$ cat config.mk
export PLATFORM = sky130hd
export DESIGN_NAME = timer_access_ctrl_flat
export DESIGN_NICKNAME = d
export VERILOG_FILES = /design/src/rtl/timer_access_ctrl_if.sv /design/src/rtl/timer_access_ctrl.sv /design/src/flat_wrapper.sv
export SDC_FILE = /design/constraint.sdc
export NUM_CORES = 1
export LEC_CHECK = 0
export CAP_MARGIN = 20
export CORE_MARGIN = 4
export CORE_UTILIZATION = 48
export CTS_CLUSTER_DIAMETER = 40
export DETAILED_ROUTE_END_ITERATION = 7
export PLACE_DENSITY = 0.78
export SLEW_MARGIN = 15
export SYNTH_ARGS = -nofsm -noshare
export SYNTH_HDL_FRONTEND = slang
export SYNTH_SLANG_ARGS = --single-unit
$ cat constraint.sdc
create_clock -name clk -period 1.9 [get_ports clk]
set_clock_uncertainty 0.2 [all_clocks]
set_input_delay 0.19 -clock clk [delete_from_list [all_inputs] [get_ports clk]]
set_output_delay 0.19 -clock clk [all_outputs]
set_load 0.01 [all_outputs]
$ cat src/rtl/timer_access_ctrl_if.sv
// CPU-side request/acknowledge bundle for timer_access_ctrl.
// The CPU is the master; the access controller is the slave.
interface timer_access_ctrl_if;
    logic       req;
    logic [1:0] op;
    logic [7:0] wdata;
    logic       ack;
    logic [7:0] rdata;
    logic       busy;

    modport master (
        output req, op, wdata,
        input  ack, rdata, busy
    );

    modport slave (
        input  req, op, wdata,
        output ack, rdata, busy
    );
endinterface

$ cat src/rtl/timer_access_ctrl.sv
// Sequences CPU accesses to the 60 Hz delay/sound timers
// and generates the square-wave beep while sound is active.
module timer_access_ctrl #(
    parameter int unsigned TONE_HALF_PERIOD = 56818
) (
    input  logic                clk,
    input  logic                rst,
    timer_access_ctrl_if.slave  cpu,
    output logic [7:0]          timer_data,
    output logic                set_delay,
    output logic                set_sound,
    input  logic [7:0]          delay_timer,
    input  logic [7:0]          sound_timer,
    output logic                beep
);

    localparam logic [1:0] OP_RD = 2'b00;
    localparam logic [1:0] OP_WD = 2'b01;
    localparam logic [1:0] OP_WS = 2'b10;
    localparam logic [1:0] OP_WT = 2'b11;

    localparam logic [19:0] TONE_LAST = 20'(TONE_HALF_PERIOD - 1);

    typedef enum logic [2:0] {
        S_IDLE,
        S_WRITE,
        S_READ,
        S_WAIT,
        S_ACK
    } state_t;

    state_t      r_state;
    state_t      w_next;
    logic [1:0]  r_op;
    logic [7:0]  r_wdata;
    logic [7:0]  r_rdata;
    logic [19:0] r_tone_cnt;
    logic        r_beep;
    logic        w_accept;
    logic        w_delay_zero;
    logic        w_sound_on;

    assign w_accept     = (r_state == S_IDLE) && cpu.req;
    assign w_delay_zero = (delay_timer == 8'd0);
    assign w_sound_on   = (sound_timer != 8'd0);

    // State register
    always_ff @(posedge clk or posedge rst) begin
        if (rst) r_state <= S_IDLE;
        else     r_state <= w_next;
    end

    // Next-state decode
    always_comb begin
        w_next = r_state;
        case (r_state)
            S_IDLE: begin
                if (cpu.req) begin
                    case (cpu.op)
                        OP_RD:   w_next = S_READ;
                        OP_WT:   w_next = S_WAIT;
                        default: w_next = S_WRITE;
                    endcase
                end
            end
            S_WRITE: w_next = S_ACK;
            S_READ:  w_next = S_ACK;
            S_WAIT:  if (w_delay_zero) w_next = S_ACK;
            S_ACK:   w_next = S_IDLE;
            default: w_next = S_IDLE;
        endcase
    end

    // FSM outputs; strobes only exist in WRITE
    always_comb begin
        cpu.ack   = (r_state == S_ACK);
        cpu.busy  = (r_state != S_IDLE);
        set_delay = (r_state == S_WRITE) && (r_op == OP_WD);
        set_sound = (r_state == S_WRITE) && (r_op == OP_WS);
    end

    // Capture the request only when accepted in IDLE
    always_ff @(posedge clk or posedge rst) begin
        if (rst) begin
            r_op    <= 2'b00;
            r_wdata <= 8'h00;
        end else if (w_accept) begin
            r_op    <= cpu.op;
            r_wdata <= cpu.wdata;
        end
    end

    // Read result: timer sample on READ exit, zero on WAIT exit
    always_ff @(posedge clk or posedge rst) begin
        if (rst) begin
            r_rdata <= 8'h00;
        end else if (r_state == S_READ) begin
            r_rdata <= delay_timer;
        end else if ((r_state == S_WAIT) && w_delay_zero) begin
            r_rdata <= 8'h00;
        end
    end

    assign cpu.rdata  = r_rdata;
    assign timer_data = r_wdata;

    // Tone divider; held cleared while the sound timer is idle
    always_ff @(posedge clk or posedge rst) begin
        if (rst) begin
            r_tone_cnt <= 20'd0;
            r_beep     <= 1'b0;
        end else if (!w_sound_on) begin
            r_tone_cnt <= 20'd0;
            r_beep     <= 1'b0;
        end else if (r_tone_cnt == TONE_LAST) begin
            r_tone_cnt <= 20'd0;
            r_beep     <= ~r_beep;
        end else begin
            r_tone_cnt <= r_tone_cnt + 20'd1;
        end
    end

    assign beep = r_beep;

endmodule

$ cat src/flat_wrapper.sv
// flat-port wrapper written by rule: the top's interface ports become plain ports
module timer_access_ctrl_flat 
#(
    parameter int unsigned TONE_HALF_PERIOD = 56818
)
  (clk, rst, timer_data, set_delay, set_sound, delay_timer, sound_timer, beep, cpu_req, cpu_op, cpu_wdata, cpu_ack, cpu_rdata, cpu_busy);
  timer_access_ctrl_if cpu_i ();
  input  logic clk;
  input  logic rst;
  output logic [7:0] timer_data;
  output logic set_delay;
  output logic set_sound;
  input  logic [7:0] delay_timer;
  input  logic [7:0] sound_timer;
  output logic beep;
  input wire logic [$bits(cpu_i.req)-1:0] cpu_req;
  input wire logic [$bits(cpu_i.op)-1:0] cpu_op;
  input wire logic [$bits(cpu_i.wdata)-1:0] cpu_wdata;
  output wire logic [$bits(cpu_i.ack)-1:0] cpu_ack;
  output wire logic [$bits(cpu_i.rdata)-1:0] cpu_rdata;
  output wire logic [$bits(cpu_i.busy)-1:0] cpu_busy;
  assign cpu_i.req = cpu_req;
  assign cpu_i.op = cpu_op;
  assign cpu_i.wdata = cpu_wdata;
  assign cpu_ack = cpu_i.ack;
  assign cpu_rdata = cpu_i.rdata;
  assign cpu_busy = cpu_i.busy;
  timer_access_ctrl #(.TONE_HALF_PERIOD(TONE_HALF_PERIOD)) u_core (.clk(clk), .rst(rst), .cpu(cpu_i), .timer_data(timer_data), .set_delay(set_delay), .set_sound(set_sound), .delay_timer(delay_timer), .sound_timer(sound_timer), .beep(beep));
endmodule
Word level (Yosys, flattened, before mapping)
Cells that the tools add are included.

Register bits: 42. Input bits: 29. Word-level logic and storage cells: 41.

Add/sub/neg operators: 1. Equality and inequality tests: 11. Multiplexer cells: 10. Bitwise gates (word level): 1. Reduce and logical (&&, ||, !) cells: 12.

Operator list (count): $mux W20 (2); $add A20 B1 Y20 const B (1); $eq A20 B16 Y1 const B (1); $mux W8 (2); $pmux W3 S3 (1); $logic_not A8 Y1 (1); $reduce_bool A8 Y1 (1); $eq A3 B2 Y1 const B (2); $mux W3 (2); $eq A2 B2 Y1 const B (2); $logic_and A1 B1 Y1 (4); $ne A2 B2 Y1 const B (2); $pmux W2 S2 (1); $eq A3 B1 Y1 const B (1); $eq A3 B3 Y1 const B (1); $logic_not A3 Y1 (1); $reduce_bool A3 Y1 (1); $eq A2 B1 Y1 const B (1); $logic_not A2 Y1 (1); $mux W1 (2); $ne A2 B1 Y1 const B (1); $reduce_and A2 Y1 (1); $reduce_bool A2 Y1 (1); $reduce_or A2 Y1 (1); $not A1 Y1 (1).

Depth between registers and ports, before layout
Gate-level depths: netlist of the first run.

Depth in word-level cells: 4. Gate-level depth with buffers: 7. Depth with buffers taken out: 6.

Worst setup path after synthesis of the first run
Ideal clock, no wire load.

Kind: register -> register. Start point: register u_core.r_tone_cnt[1]. End point: register u_core.r_tone_cnt[13]. Library setup time: 0.119 ns. Arrival: 1.415 ns. Required time: 1.581 ns. Setup slack: 0.167 ns. Stages on the path, launching flop included: 8. Cells stage by stage: dfrtp_1 inv_1 ha_1 nor4b_1 nand4_1 o21ai_4 buf_6 nor2_1.

Cells in the longest elaborated chain, start to end: 3. Elaborated cells between the ends (all ways): 4. Classes of those cells: 1 x add/sub; 1 x eq/ne; 2 x mux.

RTL lines: from (decl) (line timer_access_ctrl.sv:37) `logic [19:0] r_tone_cnt;`; from (signal assigned) (line timer_access_ctrl.sv:119) `r_tone_cnt <= r_tone_cnt + 20'd1;`; $add A20 B1 Y20 / $eq A20 B16 Y1 (equally long branches) (line timer_access_ctrl.sv:119, timer_access_ctrl.sv:115); $mux W20 (*) (line timer_access_ctrl.sv:115) `end else if (r_tone_cnt == TONE_LAST) begin`; $mux W20 (*) (line timer_access_ctrl.sv:112) `end else if (!w_sound_on) begin`.

Mark *: on every way between the ends. The rest lies on a longest branch, timed or not. A chain may end at the register's enable or synchronous reset.

Worst setup path in the final report of the first run
Start point: register u_core.r_state[1]. End point: output port set_delay.

Cells in the longest elaborated chain, start to end: 2.

RTL lines: from (decl) (line timer_access_ctrl.sv:32) `state_t r_state;`; from (signal assigned) (line timer_access_ctrl.sv:50) `else r_state <= w_next;`; $eq A3 B1 Y1 (line timer_access_ctrl.sv:78) `set_delay = (r_state == S_WRITE) && (r_op == OP_WD);`; $logic_and A1 B1 Y1 (line timer_access_ctrl.sv:78); to (decl) (line flat_wrapper.sv:11) `output logic set_delay;`.

No other way between the ends.

==> results.json, run 1 <==
{
  "status": "finished clean",
  "wire_per_inst_um": 13.81,
  "cts_root_buf": "clkbuf_8",
  "end_kind": "primary output",
  "row_count": 23,
  "p_sw_w": 0.001121,
  "ys_types": 38,
  "finalWorstSetupSlack_ps": 55.33,
  "cellPowerDensity_nw_per_um2": 1188,
  "drtIter0Drc": 99,
  "intPower_w": 0.002139,
  "clock_sinks": 42,
  "start_util_pct": 49.95,
  "maxCapViolCount": 0,
  "rsz0062_at_grt": "true",
  "slew_viol_final": 0,
  "required_ps": 1510,
  "p_clk_share_pct": 17.1,
  "yosysWarnings": 0,
  "antenna_found_initial": 0,
  "h-tree-depth": 2,
  "multi_input_area_um2": 937.1,
  "grt-ovfl-total": 0,
  "grt_pass1_vias": 1534,
  "clockBufferDepth": 2,
  "hold_class": "primary input to flop",
  "insertion_delay_ps": 290,
  "synth_seq_cells": 42,
  "setup.worst_path.class": "flop to primary output",
  "drive_gt1_share_pct": 12.89,
  "gp_congestion": 0.7552,
  "pwr-share-seq_pct": 43.2,
  "die_h_um": 72.52,
  "ant_nets": 0,
  "worstMarginPinSlew_ps": 517.0,
  "r2r_slack_ps": 70,
  "grt_pass1_wl_mm": 7.300,
  "crit_chain": "or3b_4 > nor3b_2 > buf_2",
  "post-dp-hpwl_mm": 3.099,
  "grt_max_degree": 40,
  "avgViaCountPerCell": 5.222,
  "switching_share_pct": 34.39,
  "area_growth_pct": 37.32,
  "vdd_drop_max_v": 0.0008354,
  "dr.pass1.iters": 4,
  "ios": 50,
  "vias": 1598,
  "core_area_um2": 4000,
  "min_period_ps": 1845,
  "syn_area_um2": 1998,
  "syn_area_per_cell_um2": 10.30,
  "maxSlewHeadroom_pct": 65.41,
  "nets": 287,
  "clkSlewWorstSetupHoldPaths_ps": 80,
  "diodes": 0,
  "dp_worst_setup_slack_ps": -202.0,
  "dieArea_um2": 5259,
  "utilization_pct": 68.60,
  "numCtsBuffers": 5,
  "fmax_mhz": 542.1,
  "critical-path-top-delay-family": "simple AND/OR/NAND/NOR gates",
  "totalWireLength_mm": 4.225,
  "synth_fp_nets": 226,
  "grtUsageTotal_pct": 17.66,
  "tns_ps": 0,
  "portBuffers": 49,
  "worst_ep_arrival_time_ps": 1450,
  "regArea_um2": 1051,
  "startpoint_type": "flop",
  "place_inst": 295,
  "setup_viol": 0,
  "combPwrFrac_pct": 39.7,
  "fin_cells": 306,
  "hold_viol": 0,
  "drc": 0,
  "slowest_delay_ps": 420,
  "syn_inst": 194,
  "cp_max_fo": 2,
  "fillCellCount": 300,
  "cts_tree": "yes",
  "min_period_over_period_pct": 97.09,
  "die_x_um": 72.52,
  "holdWs_ps": 222.7,
  "crit_slowest_cell": "or3b_4",
  "path_buf_inv": 1,
  "synth-seq-area-share_pct": 52.60,
  "static-leakage-power_nw": 1.248
}
-- cell usage after synthesis --
| cell type | count | area [um2] |
|---|---|---|
| a21bo_2 | 1 | 10.01 |
| a21boi_1 | 1 | 7.510 |
| a21o_1 | 4 | 30.03 |
| a21o_2 | 1 | 8.760 |
| a21oi_1 | 4 | 20.02 |
| a22o_1 | 8 | 70.07 |
| and2_1 | 4 | 25.02 |
| and3_1 | 4 | 25.02 |
| and3_2 | 1 | 7.510 |
| and4bb_1 | 1 | 12.51 |
| buf_6 | 1 | 11.26 |
| clkbuf_1 | 2 | 7.510 |
| dfrtp_1 | 42 | 1051 |
| ha_1 | 3 | 37.54 |
| inv_1 | 11 | 41.29 |
| nand2_1 | 32 | 120.1 |
| nand2b_1 | 1 | 6.260 |
| nand3_1 | 8 | 40.04 |
| nand3_2 | 1 | 10.01 |
| nand3_4 | 1 | 17.52 |
| nand3b_1 | 1 | 7.510 |
| nand4_1 | 2 | 12.51 |
| nand4_4 | 1 | 21.27 |
| nand4b_1 | 1 | 8.760 |
| nor2_1 | 19 | 71.32 |
| nor2_2 | 1 | 6.260 |
| nor3_1 | 4 | 20.02 |
| nor3b_1 | 2 | 15.01 |
| nor4_1 | 7 | 43.79 |
| nor4_4 | 2 | 42.54 |
| nor4b_1 | 1 | 8.760 |
| o2111a_1 | 1 | 11.26 |
| o21ai_0 | 5 | 25.02 |
| o21ai_4 | 1 | 16.27 |
| or3_1 | 1 | 6.260 |
| or3b_2 | 1 | 8.760 |
| xnor2_1 | 10 | 87.58 |
| xor2_1 | 3 | 26.28 |
-- layer usage --
metal | part of all wire [%] | vias up | track usage (%) | wire length, um
met5 | 0 | - | 0 | 0
met4 | 1.9 | 0 | 6.762 | 81
met3 | 7.1 | 9 | 5.956 | 302
met2 | 48 | 47 | 26.55 | 2008
met1 | 43 | 750 | 23.61 | 1832
li1 | - | 792 | - | -
-- sequential cells by signal, summed over array words and instances, names as in the netlist --
register and flops:
u_core.beep 1, u_core.timer_data 8, u_core.r_state 3, u_core.r_op 2, u_core.r_tone_cnt 20, u_core.cpu.rdata 8
-- final cells by class --
cell class                 instances  area share (%)
clock inverter                     2          0.5016
tap                               50           2.280
sequential                        42           38.30
inverter                          11           1.505
clock buffer                       6           2.645
multi-input combinational        138           34.15
timing repair buffer              57           20.61
-- worst min-delay path, stage by stage --
cell and delay, ps:
clkdlybuf4s50_1 390, nand2_1 60, nand2_1 40
-- repair_timing --
item                                   CTS  global route
setup buffers                            0             2
setup endpoints to repair                5             8
resized for setup                       17             3
hold buffers                             1             0
endpoints found under the hold margin    3             0
cloned                                   0             0
pin swaps                                2             4
-- kinds of logic (layout without fill, tap and decap cells) --
logic type                 after synthesis  in the layout  synth area share [%]
and+or+nand+nor                         96             96                 26.86
DFF                                     42             42                 52.60
AOI/OAI and AO/OA                       26             26                 9.957
buffers and inverters                   14             76                 3.006
xor gates and xnor gates                13             13                 5.698
adders and majority gates                3              3                 1.879
-- path summary, 6_finish.rpt --
path,start,end,cells past startpoint
setup / recovery,u_core.r_state[1],set_delay,3
hold / removal,cpu_wdata[5],u_core.timer_data[5],3
setup reg to reg,u_core.r_tone_cnt[1],u_core.beep,6
hold reg to reg,u_core.timer_data[4],u_core.timer_data[4],2
max in group asynchronous,rst,u_core.r_tone_cnt[17],4
min in group asynchronous,rst,u_core.timer_data[3],3
-- cell usage in the layout, fill, tap and decap left out, types with 2 or more instances in the layout --
| cell type | Yosys | final |
|---|---|---|
| nor3b_2 | 0 | 2 |
| and2_1 | 4 | 4 |
| nand4_1 | 2 | 2 |
| nor4_1 | 7 | 6 |
| xnor2_1 | 10 | 10 |
| a21o_1 | 4 | 4 |
| dfrtp_1 | 42 | 42 |
| clkbuf_8 | 0 | 5 |
| buf_12 | 0 | 2 |
| dlygate4sd2_1 | 0 | 2 |
| and3_1 | 4 | 4 |
| nand3_1 | 8 | 7 |
| buf_4 | 0 | 5 |
| a22o_1 | 8 | 8 |
| buf_2 | 0 | 2 |
| o21ai_0 | 5 | 5 |
| inv_1 | 11 | 11 |
| nor3_1 | 4 | 3 |
| a21oi_1 | 4 | 4 |
| nand3_2 | 1 | 2 |
| ha_1 | 3 | 3 |
| nand2_1 | 32 | 32 |
| nor2_1 | 19 | 19 |
| xor2_1 | 3 | 3 |
| clkdlybuf4s50_1 | 0 | 45 |
| nor4_4 | 2 | 2 |
-- power groups by stage --
stage	registers, W	clock network, W	logic, W
floorplan	0.00147	0	0.000559
global placement	0.00140	0	0.00122
detailed placement	0.00141	0	0.00125
CTS	0.00140	0.000574	0.00127
global route	0.00145	0.000609	0.00144
finish	0.00141	0.000558	0.00129
-- per-stage QoR --
| step | cell area (um2) | total power (W) |
|---|---|---|
| after global routing | 2744 | 0.003496 |
| after detailed placement | 2595 | 0.002660 |
| after CTS | 2709 | 0.003250 |
| after global placement | 2595 | 0.002622 |
| final | 2744 | 0.003260 |
| after floorplan | 1998 | 0.002026 |
No activity file was read; power rests on OpenSTA's default activity.
==> inputs of run 2 (changes only) <==
RECOVER_POWER = 25   (was default)
==> run 2 against run 1 <==
Total power barely moved. Largest cell class unchanged. Non-clock buffer count did not move. Maximum frequency fell by 0.18%. Critical endpoint unchanged.
==> results.json, run 2 (synthesis results as in run 1) <==
{
  "status": "finished clean",
  "drive_gt1_share_pct": 12.89,
  "post-dp-hpwl_mm": 3.099,
  "holdWs_ps": 221.4,
  "nets": 287,
  "vias": 1598,
  "ios": 50,
  "static-leakage-power_nw": 1.244,
  "start_util_pct": 49.95,
  "die_h_um": 72.52,
  "vdd_drop_max_v": 0.0008375,
  "grt-ovfl-total": 0,
  "r2r-end": "u_core.beep",
  "hold_class": "primary input to flop",
  "slew_viol_final": 0,
  "fin_cells": 306,
  "r2r-start": "u_core.r_tone_cnt[1]",
  "end_kind": "primary output",
  "fillCellCount": 300,
  "setup.worst_path.class": "flop to primary output",
  "numCtsBuffers": 5,
  "utilization_pct": 68.28,
  "clockBufferDepth": 2,
  "dieArea_um2": 5259,
  "holdPathStages": 3,
  "drc": 0,
  "worstMarginPinSlew_ps": 524.1,
  "diodes": 0,
  "min_from": "cpu_wdata[5]",
  "die_x_um": 72.52,
  "cp_max_fo": 2,
  "avgViaCountPerCell": 5.222,
  "maxCapViolCount": 0,
  "clock_sinks": 42,
  "clkSlewWorstSetupHoldPaths_ps": 80,
  "top_register": "u_core.r_tone_cnt",
  "dr.pass1.iters": 4,
  "wire_per_inst_um": 13.83,
  "final_common_cell": "clkdlybuf4s50_1",
  "portBuffers": 49,
  "setup_viol": 0,
  "ant_nets": 0,
  "h-tree-depth": 2,
  "min_period_over_period_pct": 97.26,
  "antenna_found_initial": 0,
  "worst_ep_arrival_time_ps": 1460,
  "r2r_slack_ps": 60,
  "maxSlewHeadroom_pct": 65.06,
  "min_period_ps": 1848,
  "mostFrequentLayoutCells": "clkdlybuf4s50_1 (44), dfrtp_1 (42), nand2_1 (32), nor2_1 (19), inv_1 (11)",
  "totalWireLength_mm": 4.232,
  "fmax_mhz": 541.1,
  "startpoint_type": "flop",
  "hold_path_end": "u_core.timer_data[5]",
  "place_inst": 295,
  "row_count": 23,
  "rsz0062_at_grt": "true",
  "grt_pass1_vias": 1534,
  "required_ps": 1510,
  "drtIter0Drc": 109,
  "core_area_um2": 4000,
  "cts_tree": "yes",
  "insertion_delay_ps": 290,
  "cellPowerDensity_nw_per_um2": 1193,
  "gp_congestion": 0.7552,
  "hold_viol": 0,
  "area_growth_pct": 36.69,
  "largest_register_ffs": 20,
  "grtUsageTotal_pct": 17.66,
  "tns_ps": 0,
  "r2r_cells": 6,
  "grt_pass1_wl_mm": 7.300,
  "cts_root_buf": "clkbuf_8",
  "grt_max_degree": 40
}
[run 2: changes by cell type in the layout (fill, tap and decap cells not counted), sizes merged]
cell           delta
buf               -1
clkbuf            +1
clkdlybuf4s50     -1
dlygate4sd3       +1
[run 2: final cells by class]
| cell class | instances | area [um2] | share of cell area, % |
|---|---|---|---|
| Sequential cell | 42 | 1051 | 38.48 |
| Clock buffer | 6 | 72.57 | 2.657 |
| Tap cell | 50 | 62.56 | 2.290 |
| Multi-Input combinational cell | 138 | 937.1 | 34.31 |
| Inverter | 11 | 41.29 | 1.512 |
| Timing Repair Buffer | 57 | 553.0 | 20.25 |
| Clock inverter | 2 | 13.76 | 0.5039 |
[run 2: timing repair]
item	in CTS	in global routing
hold buffers	1	0
buffers inserted	0	2
pin swaps	2	4
endpoints found under the hold margin	3	0
resized for setup	17	3
setup endpoints to repair	5	8
[run 2: worst max-delay path: stages, from the launching register on]
cell and delay [ps]:
dfrtp_1 400, or3b_4 420, nor3b_2 180, buf_2 170
[run 2: through the flow]
| stage | total power, W | instance area [um2] | worst slack [ps] |
|---|---|---|---|
| final | 0.003260 | 2731 | 51.97 |
| after global routing | 0.003492 | 2731 | -6.546 |
| after CTS | 0.003250 | 2709 | 40.07 |
| after detailed placement | 0.002660 | 2595 | -202.0 |
| after global placement | 0.002622 | 2595 | -76.27 |
| after floorplan | 0.002026 | 1998 | 166.8 |
[run 2: how the worst max path moves through the flow]
stage                         start  slack (ps)  cells past startpoint                    end
6_report          u_core.r_state[1]          50                      3              set_delay
5_1_grt        u_core.r_tone_cnt[1]          -7                      6            u_core.beep
4_1_cts        u_core.r_tone_cnt[1]          40                      6            u_core.beep
3_5_place_dp      u_core.r_state[1]        -200                      3              set_delay
3_3_place_gp      u_core.r_state[1]         -80                      3              set_delay
2_1_floorplan  u_core.r_tone_cnt[1]         170                      7  u_core.r_tone_cnt[13]
[run 2: layer usage]
layer  track usage [%]  vias up  wire length, um  share of wire, %
met5                 0        -                0                 0
met4             6.762        0               81               1.9
met3             5.956        9              303               7.2
met2             26.55       49             2003                47
met1             23.61      750             1843                44
li1                  -      790                -                 -
[run 2: where the power goes]
| part | switching (W) | internal (W) | total (W) |
|---|---|---|---|
| Combinational | 0.000589 | 0.000702 | 0.00129 |
| Clock | 0.000301 | 0.000259 | 0.000560 |
| Sequential | 0.000235 | 0.00117 | 0.00141 |
| Total | 0.00112 | 0.00214 | 0.00326 |
==> inputs of run 3 (changes only) <==
CTS_CLUSTER_DIAMETER = 150   (was 40)
==> results of run 3 <==
Same layout as run 2: the final DEF is identical, and so are final timing and power.
